<file path="config.mk">
export PLATFORM = sky130hd
export DESIGN_NAME = student_pc_seq
export DESIGN_NICKNAME = d
export VERILOG_FILES = /design/src/rtl/student_pc_seq.sv
export SDC_FILE = /design/constraint.sdc
export NUM_CORES = 1
export LEC_CHECK = 0
export CORE_MARGIN = 1.5
export CORE_UTILIZATION = 58
export DETAILED_ROUTE_END_ITERATION = 8
export DONT_BUFFER_PORTS = 1
export PLACE_DENSITY_LB_ADDON = 0.25
export SLEW_MARGIN = 20
export SYNTH_ARGS = -nofsm -noshare
export SYNTH_HDL_FRONTEND = slang
export SYNTH_HIERARCHICAL = 1
export SYNTH_SLANG_ARGS = --single-unit
</file>
<file path="constraint.sdc">
create_clock -name clk -period 4.65 [get_ports clk]
set_input_delay 0.93 -clock clk [delete_from_list [all_inputs] [get_ports clk]]
set_output_delay 0.93 -clock clk [all_outputs]
set_load 0.1 [all_outputs]
</file>
<file path="src/rtl/student_pc_seq.sv">
// -----------------------------------------------------------------------------
// student_pc_seq
// Hack-style program counter with an integrated jump-condition unit.
// The zero flag of the incoming ALU result is derived through an OR-reduction
// tree made of student_or8way / student_or cells; the negative flag is the sign
// bit. A valid/ready command handshake paces PC updates, and a small FSM covers
// boot after reset and halt on the "unconditional jump to self" idiom.
//
// Ports:
//   clk        in   1   rising-edge clock
//   rst_n      in   1   asynchronous active-low reset
//   clr        in   1   synchronous clear: pc <= RESET_PC, flags cleared, -> BOOT
//   cmd_valid  in   1   command present this cycle
//   cmd_ready  out  1   command accepted this cycle (RUN state only)
//   jmp        in   3   {lt, eq, gt} jump mask
//   target     in   16  jump target
//   alu_out    in   16  ALU result the condition is evaluated on
//   pc         out  16  current program counter
//   pc_valid   out  1   pc meaningful (RUN or HALT)
//   taken      out  1   last accepted command jumped
//   zr         out  1   last accepted alu_out was zero
//   ng         out  1   last accepted alu_out was negative
//   halted     out  1   FSM is in HALT
// -----------------------------------------------------------------------------

// Two-input OR cell; the basic gate of the zero-detect tree.
module student_or (
    input  logic a,
    input  logic b,
    output logic y
);
    assign y = a | b;
endmodule

// Eight-input OR built as a three-level tree of student_or cells.
module student_or8way (
    input  logic [7:0] a,
    output logic       y
);
    logic [3:0] lvl1_s;
    logic [1:0] lvl2_s;

    student_or u_or_l1_0 (.a(a[0]),      .b(a[1]),      .y(lvl1_s[0]));
    student_or u_or_l1_1 (.a(a[2]),      .b(a[3]),      .y(lvl1_s[1]));
    student_or u_or_l1_2 (.a(a[4]),      .b(a[5]),      .y(lvl1_s[2]));
    student_or u_or_l1_3 (.a(a[6]),      .b(a[7]),      .y(lvl1_s[3]));
    student_or u_or_l2_0 (.a(lvl1_s[0]), .b(lvl1_s[1]), .y(lvl2_s[0]));
    student_or u_or_l2_1 (.a(lvl1_s[2]), .b(lvl1_s[3]), .y(lvl2_s[1]));
    student_or u_or_l3   (.a(lvl2_s[0]), .b(lvl2_s[1]), .y(y));
endmodule

module student_pc_seq #(
    parameter logic [15:0] RESET_PC    = 16'h0000,
    parameter int unsigned BOOT_CYCLES = 1
) (
    input  logic        clk,
    input  logic        rst_n,
    input  logic        clr,
    input  logic        cmd_valid,
    output logic        cmd_ready,
    input  logic [2:0]  jmp,
    input  logic [15:0] target,
    input  logic [15:0] alu_out,
    output logic [15:0] pc,
    output logic        pc_valid,
    output logic        taken,
    output logic        zr,
    output logic        ng,
    output logic        halted
);

    localparam int unsigned   BCW       = (BOOT_CYCLES > 1) ? $clog2(BOOT_CYCLES) : 1;
    localparam logic [BCW-1:0] BOOT_LAST = BCW'(BOOT_CYCLES - 1);

    typedef enum logic [1:0] {
        ST_BOOT = 2'b00,
        ST_RUN  = 2'b01,
        ST_HALT = 2'b10
    } state_t;

    state_t          state_r, state_nxt_s;
    logic [BCW-1:0]  boot_cnt_r, boot_cnt_nxt_s;
    logic [15:0]     pc_r, pc_nxt_s;
    logic            taken_r, taken_nxt_s;
    logic            zr_r, zr_nxt_s;
    logic            ng_r, ng_nxt_s;
    logic            cmd_ready_r, pc_valid_r, halted_r;

    logic            or_lo_s, or_hi_s, nonzero_s;
    logic            zr_c_s, ng_c_s, cond_s;

    // Zero detect through the OR tree: low byte, high byte, then combine.
    student_or8way u_or_lo (.a(alu_out[7:0]),  .y(or_lo_s));
    student_or8way u_or_hi (.a(alu_out[15:8]), .y(or_hi_s));
    student_or     u_or_nz (.a(or_lo_s), .b(or_hi_s), .y(nonzero_s));

    assign zr_c_s = ~nonzero_s;
    assign ng_c_s = alu_out[15];
    // gt is "neither zero nor negative"; 000 never jumps, 111 always jumps.
    assign cond_s = (jmp[2] & ng_c_s) | (jmp[1] & zr_c_s) | (jmp[0] & ~zr_c_s & ~ng_c_s);

    // Next-state and next-datapath decode; clr overrides any command.
    always_comb begin
        state_nxt_s    = state_r;
        boot_cnt_nxt_s = boot_cnt_r;
        pc_nxt_s       = pc_r;
        taken_nxt_s    = taken_r;
        zr_nxt_s       = zr_r;
        ng_nxt_s       = ng_r;
        if (clr) begin
            state_nxt_s    = ST_BOOT;
            boot_cnt_nxt_s = '0;
            pc_nxt_s       = RESET_PC;
            taken_nxt_s    = 1'b0;
            zr_nxt_s       = 1'b0;
            ng_nxt_s       = 1'b0;
        end else begin
            case (state_r)
                ST_BOOT: begin
                    pc_nxt_s = RESET_PC;
                    if (boot_cnt_r == BOOT_LAST) begin
                        state_nxt_s    = ST_RUN;
                        boot_cnt_nxt_s = '0;
                    end else begin
                        boot_cnt_nxt_s = boot_cnt_r + BCW'(1);
                    end
                end
                ST_RUN: begin
                    if (cmd_valid) begin
                        pc_nxt_s    = cond_s ? target : (pc_r + 16'd1);
                        taken_nxt_s = cond_s;
                        zr_nxt_s    = zr_c_s;
                        ng_nxt_s    = ng_c_s;
                        // Only an unconditional jump to the current pc halts;
                        // conditional self-loops keep running.
                        if ((jmp == 3'b111) && (target == pc_r)) begin
                            state_nxt_s = ST_HALT;
                        end else begin
                            state_nxt_s = ST_RUN;
                        end
                    end else begin
                        state_nxt_s = ST_RUN;
                    end
                end
                ST_HALT: begin
                    state_nxt_s = ST_HALT;
                end
                default: begin
                    state_nxt_s    = ST_BOOT;
                    boot_cnt_nxt_s = '0;
                    pc_nxt_s       = RESET_PC;
                    taken_nxt_s    = 1'b0;
                    zr_nxt_s       = 1'b0;
                    ng_nxt_s       = 1'b0;
                end
            endcase
        end
    end

    // State, datapath and status-flag registers; flags decode the next state so
    // they line up with the state register cycle for cycle.
    always_ff @(posedge clk or negedge rst_n) begin
        if (!rst_n) begin
            state_r     <= ST_BOOT;
            boot_cnt_r  <= '0;
            pc_r        <= RESET_PC;
            taken_r     <= 1'b0;
            zr_r        <= 1'b0;
            ng_r        <= 1'b0;
            cmd_ready_r <= 1'b0;
            pc_valid_r  <= 1'b0;
            halted_r    <= 1'b0;
        end else begin
            state_r     <= state_nxt_s;
            boot_cnt_r  <= boot_cnt_nxt_s;
            pc_r        <= pc_nxt_s;
            taken_r     <= taken_nxt_s;
            zr_r        <= zr_nxt_s;
            ng_r        <= ng_nxt_s;
            cmd_ready_r <= (state_nxt_s == ST_RUN);
            pc_valid_r  <= (state_nxt_s == ST_RUN) || (state_nxt_s == ST_HALT);
            halted_r    <= (state_nxt_s == ST_HALT);
        end
    end

    assign pc        = pc_r;
    assign taken     = taken_r;
    assign zr        = zr_r;
    assign ng        = ng_r;
    assign cmd_ready = cmd_ready_r;
    assign pc_valid  = pc_valid_r;
    assign halted    = halted_r;

endmodule

</file>
# After elaboration in Yosys (flattened, before gate mapping)
# Index checks and enable logic that the tools add are counted.
[op_classes] n_reduce_logical=7 n_addsub=2 n_bitwise=23 eq_ne=10 n_mux=21
[ops] op="$mux W16" count=3
[ops] op="$pmux W16 S2" count=1
[ops] op="$or A1 B1 Y1" count=17
[ops] op="$add A16 B1 Y16 const B" count=1
[ops] op="$eq A16 B16 Y1" count=1
[ops] op="$mux W1" count=8
[ops] op="$mux W2" count=4
[ops] op="$pmux W1 S2" count=4
[ops] op="$pmux W2 S3" count=1
[ops] op="$and A1 B1 Y1" count=4
[ops] op="$eq A2 B1 Y1 const B" count=2
[ops] op="$eq A2 B2 Y1 const B" count=2
[ops] op="$ne A2 B1 Y1 const B" count=2
[ops] op="$reduce_and A2 Y1" count=2
[ops] op="$reduce_or A2 Y1" count=2
[ops] op="$eq A3 B3 Y1 const B" count=1
[ops] op="$ne A3 B3 Y1 const B" count=1
[ops] op="$logic_not A2 Y1" count=1
[ops] op="$ne A2 B2 Y1 const B" count=1
[ops] op="$not A1 Y1" count=2
[ops] op="$add A1 B1 Y1 const B" count=1
[ops] op="$logic_and A1 B1 Y1" count=1
[ops] op="$logic_or A1 B1 Y1" count=1
[totals] reg_bits=25 out_inout_bits=22 word_cells=72 input_bits=39

# Depth between registers and ports, before layout
# Gate-level depths: netlist of the first run.
[logic_depth] ltp_word=12 ltp_mapped=10 ltp_nobuf=9

# By module
# Netlist of the first run, hierarchy kept.
[by_module_without_submodules] module="student_pc_seq" instances=1 seq_area_each_um2=600.6 cells_per_inst=187 area_per_inst_um2=1674.1
[by_module_without_submodules] module="student_or" instances=15 seq_area_each_um2=0.0 cells_per_inst=1 area_per_inst_um2=6.3

# Worst setup path before layout of the first run
# OpenSTA, ideal clock, no wires.
[synth_timing] kind="input-to-reg" from="input alu_out[15]" to="register pc_r[8] (netlist: pc[8])" t_arrival_ps=2582 path_slack_ps=1939 path_stages=10 path_buffers=1 setup_ps=129 required_time_ps=4521 path_cell_list="or2_1 -> or2_1 -> or2_1 -> or2_1 -> nand2b_1 -> nand3_1 -> buf_2 -> nor2_1 -> a32oi_1 -> o21ai_1"
[synth_between] elab_chain_cells=12 word_cells_on_any_way=16 classes_between="4 x mux; 12 x bitwise"
[synth_lines] element="start: declaration" line="63" source="input logic [15:0] alu_out,"
[synth_lines] element="$or A1 B1 Y1 * (2 in a row)" line="32" source="assign y = a | b;"
[synth_lines] element="named net u_or_hi.lvl2_s[1]" line="41" source="logic [1:0] lvl2_s;"
[synth_lines] element="$or A1 B1 Y1 *" line="32"
[synth_lines] element="named net or_hi_s" line="89" source="logic or_lo_s, or_hi_s, nonzero_s;"
[synth_lines] element="$or A1 B1 Y1 *" line="32"
[synth_lines] element="named net nonzero_s" line="89"
[synth_lines] element="$not A1 Y1" line="97" source="assign zr_c_s = ~nonzero_s;"
[synth_lines] element="$and A1 B1 Y1" line="100" source="assign cond_s = (jmp[2] & ng_c_s) | (jmp[1] & zr_c_s) | (jmp[0] & ~zr_c_s & ~ng_c_s);"
[synth_lines] element="$or A1 B1 Y1" line="100"
[synth_lines] element="$or A1 B1 Y1 *" line="100"
[synth_lines] element="$mux W16 *" line="130" source="pc_nxt_s = cond_s ? target : (pc_r + 16'd1);"
[synth_lines] element="$mux W16 *" line="129" source="if (cmd_valid) begin"
[synth_lines] element="$pmux W16 S2 *" line="118" source="case (state_r)"
[synth_lines] element="$mux W16 *" line="110" source="if (clr) begin"
[synth_lines] element="end signal: assignment" line="176" source="pc_r <= pc_nxt_s;"
[synth_lines] element="end: declaration" line="83" source="logic [15:0] pc_r, pc_nxt_s;"
# Mark *: on every way through the listed nets, which the timed path passes. The rest lies on a longest branch. The select of a mux whose other input is x is not followed.
# A chain may end at the register's enable or synchronous reset.

# Final worst setup path of the first run
[layout_timing] from="input alu_out[15]" to="register pc_r[12] (netlist: pc[12])"
# The elaborated chain is that of the path after synthesis.

==> flow_summary_export.csv, run 1 <==
group,metric,value,unit
outcome,outcome,"finished with violations",
sta,final.setup.tns,0,ns
routing,antenna_left,0,
setup_path,timing.rr.start,"pc[6]",
setup_path,cp_max_fo,21,
setup_path,cp_data_arrival_time,3.31,ns
routing,wl_met3,373,um
synthesis,syn_inst,202,
floorplanning,num_rows,19,
setup_path,ff2ff_path_depth,7,
placed_design,port_buffers,0,
sta,fmax,324,MHz
layout,fillers,234,
routing,vias,1552,
clock_tree,clk_path_buf_depth,2,
clock_tree,cts.repair.resized,0,
power,clkPwrFrac,33.5,%
routing,met2_length,1.94,mm
clock_tree,insertion_delay,0.32,ns
synthesis,ys_seq_area_share,34.0,%
layout,area_delta_synth_final,1.56,%
clock_tree,cts_htree_levels,1,
routing,drt_wl_total,4.02,mm
placed_design,dp.final_hpwl,3.01,mm
routing,wire_per_inst,17.6,um
clock_tree,clk_pin_slew,0.14,ns
placed_design,dpl-instance-area,1740,sq um
layout,antenna_cells,0,
synthesis,syn_nets,244,
clock_tree,cts.sinks,24,
global_routing,grt_pass1_vias,1571,
synthesis,ys_seq_elements,24,
sta,setup_viol,0,
sta,timing.slew.headroom,24.5,%
power,pwr-share-comb,10.1,%
global_routing,grt_max_degree,25,
power,switching_share,30.8,%
layout,final_area,1800,sq um
job,cap_violations,0,
sta,hold_violations,0,
synthesis,syn_area_per_cell,8.75,sq um
clock_tree,cts_hold_buffers,0,
floorplanning,start_util,62.5,%
power,seqPwrFrac,56.3,%
routing,dr.pass1.iters,6,
routing,detail_route.iter0.violations,130,
global_routing,antenna_found_initial,0,
power,vdd_drop_max,0.172,mV
placed_design,routabilityCongestion,0.853,
routing,met1Wirelength,1.62,mm
sta,min_period,3.09,ns
sta,post-route-period-util,66.4,%
synthesis,synth_enable_flop_cells,0,
sta,tightest_slew,1.13,ns
setup_path,worst_setup_path_start_kind,"input port",
floorplanning,core_area,2830,sq um
setup_path,critical-path-slowest-cell,"nand3_1",
global_routing,grt_pass1_wl,6.78,mm
setup_path,critPathRequiredTime,4.87,ns
global_routing,grt_overflow,0,
layout,drive_gt1_share,9.64,%
setup_path,timing_worst_setup_path_type,"input port to flip-flop",
synthesis,ys.flop_type,"dfrtp_1",
setup_path,endpoint_kind,"flip-flop",
synthesis,syn_area,1770,sq um
power,internal-power,321,uW
min_path,hold_class,"input port to async pin",
routing,drc,3,
global_routing,groute.usage.overall,25.7,%
clock_tree,cts_root_buffer,"clkbuf_4",
power,power_leakage,0.000724,uW
setup_path,crit_top_cell,"or2_1",
setup_path,r2r-end,"pc_valid",
floorplanning,die_x,58.2,um
sta,fin_skew,0.00500,ns
routing,routed.top_layer,"met4",
sta,drv_slew,0,
setup_path,path_cells,"or2_1 -> or2_1 -> or2_1 -> or2_1 -> nand3b_1 -> nand3_1 -> and2_1 -> a22oi_1 -> o21ai_1",
setup_path,r2r_slack,2.10,ns
clock_tree,cts_tree,"built",
synthesis,async_flop_share,100,%
outcome,violations,"DRC",
layout,nNetsFinal,240,
synthesis,ys_types,52,
floorplanning,die-area,3390,sq um
synthesis,ys_warn_count,6,
floorplanning,io_pins,61,
floorplanning,fp.dieH,58.2,um
routing,routed_via_density,6.81,
power,cellPowerDensity,258,nW/um^2
clock_tree,cts_buffers,3,
setup_path,critPathMaxStageDelay,0.55,ns
sta,rsz0062_at_grt,"false",
clock_tree,cts_setup_buffers,0,
power,switching_power,143,uW
## kinds of logic (layout without fill, tap and decap cells)
kind of cell    count (synthesis)  in the layout  synth area share, %
simple gates                   89             89                 29.8
xor+xnor                       18             18                 8.92
flops                          24             24                 34.0
buf+inv                        14              9                 4.67
fa+ha+maj                       3              3                 2.12
compound gates                 53             53                 20.0
mux                             1              1                0.566
## power by group through the flow
stage / Sequential (uW) / Combinational [uW] / Clock [uW]
final: 261 / 47.1 / 155
after global routing: 263 / 52.7 / 166
after CTS: 261 / 46.9 / 154
after detailed placement: 265 / 46.6 / 0
after global placement: 265 / 45.0 / 0
after floorplan: 262 / 42.1 / 0
## final cells by class
type / count / area [sq um] / share of cell area (%)
Inverter: 5 / 18.8 / 1.05
Multi-Input combinational cell: 164 / 1080 / 60.4
Clock buffer: 3 / 22.5 / 1.25
Sequential cell: 24 / 601 / 33.4
Clock inverter: 1 / 30.0 / 1.67
Tap cell: 31 / 38.8 / 2.16
## layout by cell type, fill, tap and decap left out, types with 3 or more instances in the layout
cell      synthesis  final
ha_1              3      3
a21oi_1           8      8
a22oi_1           5      5
nor2b_1           3      3
and3_1            3      3
or2_1            16     16
a31oi_1           3      3
o21ai_0           4      4
xor2_1           16     16
nor2_1           14     14
nor4_1            8      8
clkbuf_4          0      3
dfrtp_1          24     24
o21ai_1          17     17
inv_1             3      3
nand3_1           9      9
nand2_1          17     17
nand2b_1          3      3
## worst max-delay path by stage
| stage | start | endpoint | depth (start not counted) |
|---|---|---|---|
| final | alu_out[15] | pc[12] | 9 |
| after global routing | alu_out[15] | pc[12] | 9 |
| after CTS | alu_out[15] | pc[12] | 9 |
| after detailed placement | alu_out[15] | pc[12] | 9 |
| after global placement | alu_out[15] | pc[9] | 9 |
| after floorplan | alu_out[15] | pc[8] | 10 |
## state kept, by name, summed over array words and instances, names as in the netlist
register and cells:
cmd_ready 1, pc 16, halted 1, state_r 2
pc_valid 1, taken 1, zr 1, ng 1
## per-stage QoR
step / power, uW / cells / setup slack [ns] / hold WS [ns] / util [%]
6_report: 464 / 228 / 1.56 / 0.274 / 63.5
3_3_place_gp: 310 / 224 / 1.35 / 0.635 / 61.6
5_1_grt: 481 / 228 / 1.38 / 0.246 / 63.5
4_1_cts: 462 / 228 / 1.56 / 0.276 / 63.5
3_5_place_dp: 312 / 224 / 1.20 / 0.635 / 61.6
2_1_floorplan: 305 / 202 / 1.94 / 0.583 / -
## critical path: cells and delay by family
kind / cells / cell delay (ns)
AND/OR/NAND/NOR: 7 / 2.08
AO/OA/AOI/OAI: 2 / 0.29
## Yosys cell counts, drive strengths merged, types with 4 or more instances
master / count / share of area [%]
nand3: 10 / 3.1
a22oi: 5 / 2.1
a21oi: 9 / 3.2
nand2: 18 / 4.0
o21ai: 21 / 5.9
or2: 18 / 6.4
xor2: 16 / 7.9
and3: 4 / 1.5
buf: 7 / 3.2
nor2: 14 / 3.0
dfrtp: 24 / 34
inv: 5 / 1.1
nor4: 9 / 3.5
## metal layers
metal | GRT usage, % | up-vias
li1 | - | 720
met1 | 32.4 | 731
met2 | 42.0 | 90
met3 | 5.58 | 11
met4 | 12.0 | 0
met5 | 0 | -
(Power assumes the default switching activity.)
==> inputs of run 2 (changes only) <==
CORE_UTILIZATION = 57   (was 58)
clock period = 2.75 ns   (was 4.65 ns; I/O delays follow)
==> run 2 against run 1 <==
Effect of this change:
- the flow now finishes without violations
- register-to-register slack lost 1.3 ns
- routed wire length is 6.6% higher
- clock skew shrank 0.0012 ns
- first-iteration DRC count fell by 2.3%
- critical path depth increased by 1
- non-clock buffer count rose by 21
- largest power group unchanged
- highest routed layer unchanged
==> flow_summary_export.csv, run 2 (synthesized netlist as in run 1, its figures left out) <==
group,metric,value,unit
layout,largest_reg_flops,16,
global_routing,grt_overflow,0,
clock_tree,cts_root_buffer,"clkbuf_4",
global_routing,grt_pass1_wl,7.20,mm
sta,timing.slew.headroom,38.0,%
layout,nNetsFinal,261,
global_routing,groute.usage.overall,27.2,%
routing,antenna_left,0,
clock_tree,cts_tree,"built",
placed_design,dp.final_hpwl,3.21,mm
setup_path,timing_worst_setup_path_type,"input port to flip-flop",
clock_tree,cts_htree_levels,1,
layout,reg_top3,"pc x16, state_r x2",
clock_tree,cts.repair.resized,0,
clock_tree,cts_buffers,3,
sta,drv_slew,0,
setup_path,endpoint_kind,"flip-flop",
setup_path,critPathRequiredTime,3.01,ns
power,cellPowerDensity,411,nW/um^2
global_routing,antenna_found_initial,0,
floorplanning,die-area,3440,sq um
setup_path,cp_data_arrival_time,2.40,ns
sta,rsz0062_at_grt,"false",
sta,fmax,468,MHz
layout,area_delta_synth_final,11.5,%
power,vdd_drop_max,0.256,mV
setup_path,worst_setup_path_start_kind,"input port",
layout,drive_gt1_share,17.9,%
floorplanning,die_x,58.7,um
layout,final_area,1970,sq um
routing,drc,0,
placed_design,dpl-instance-area,1890,sq um
clock_tree,clk_pin_slew,0.14,ns
routing,routed_via_density,6.43,
floorplanning,start_util,58.9,%
setup_path,cp_max_fo,12,
sta,setup_viol,0,
clock_tree,insertion_delay,0.32,ns
min_path,hold_class,"input port to flip-flop",
power,power_leakage,0.000839,uW
global_routing,grt_max_degree,25,
layout,final_cells,251,
sta,fin_skew,0.00384,ns
floorplanning,io_pins,61,
layout,layout_common_cells,"24 x dfrtp_1, 19 x buf_4, 17 x nand2_1, 17 x o21ai_1",
sta,min_period,2.14,ns
layout,regMostFlops,"pc",
outcome,outcome,"completed",
routing,wire_per_inst,17.1,um
layout,layout_commonest_cell,"dfrtp_1",
placed_design,routabilityCongestion,0.874,
sta,post-route-period-util,77.7,%
placed_design,dp_cells,245,
floorplanning,num_rows,20,
placed_design,dpl_worst_slack,0.261,ns
sta,final.setup.worst_slack,0.613,ns
layout,antenna_cells,0,
floorplanning,core_area,3000,sq um
job,cap_violations,0,
sta,tightest_slew,0.930,ns
clock_tree,cts.sinks,24,
power,total_power,810,uW
sta,final.setup.tns,0,ns
routing,vias,1613,
routing,drt_wl_total,4.28,mm
routing,detail_route.iter0.violations,127,
routing,dr.pass1.iters,4,
placed_design,port_buffers,0,
sta,hold_violations,0,
clock_tree,clk_path_buf_depth,2,
global_routing,grt_pass1_vias,1615,
floorplanning,fp.dieH,58.7,um
## run 2: changes by cell type in the layout (fill, tap and decap cells not counted)
| cell | previous run | this run |
|---|---|---|
| buf_12 | 0 | 1 |
| buf_4 | 0 | 19 |
| dlygate4sd3_1 | 0 | 1 |
## run 2: timing repair
action                    4_1_cts  5_1_grt
hold endpoints to repair       24        3
hold buffers                    1        1
setup buffers                   0        0
## run 2: through the flow
| stage | util (%) | hold WS [ns] |
|---|---|---|
| after floorplan | - | 0.254 |
| final | 65.6 | 0.270 |
| after detailed placement | 62.9 | 0.255 |
| after global routing | 65.6 | 0.241 |
| after global placement | 62.9 | 0.255 |
| after CTS | 65.3 | 0.00910 |
## run 2: worst paths after layout
check	start	to	slack, ns	cells after the start
setup / recovery	alu_out[11]	pc[6]	0.61	10
setup reg to reg	pc[5]	pc_valid	0.81	7
hold reg to reg	pc[11]	pc[11]	0.63	1
min in group asynchronous	rst_n	pc[6]	0.66	2
max in group asynchronous	rst_n	pc[15]	1.95	2
hold / removal	clr	zr	0.27	1
## run 2: report_power, final
| group | switching [uW] | total (uW) | internal, uW |
|---|---|---|---|
| Clock | 113 | 261 | 147 |
| Sequential | 28.6 | 390 | 362 |
| Combinational | 109 | 158 | 48.8 |
## run 2: critical path, stage by stage
cell and delay [ns]:
or2_1 0.21, or2_1 0.23, or2_1 0.19, or2_1 0.25, nand3b_1 0.15, nand3_1 0.14, buf_4 0.20, nor4_1 0.29
a21oi_1 0.07, o21ai_1 0.13
## run 2: area by class of cell
| cell class | count | area [sq um] |
|---|---|---|
| Clock inverter | 1 | 30.0 |
| Tap cell | 33 | 41.3 |
| Multi-Input combinational cell | 164 | 1080 |
| Sequential cell | 24 | 601 |
| Timing Repair Buffer | 21 | 173 |
| Clock buffer | 3 | 22.5 |
| Fill cell | 252 | 1030 |
| Inverter | 5 | 18.8 |
## run 2: per-layer routing
metal  vias up  part of all wire (%)  GRT usage (%)
li1        763                     -              -
met1       764                    40           34.5
met2        77                    48           44.5
met3         9                   9.0           5.93
met4         0                   2.1           12.7
met5         -                     0              0
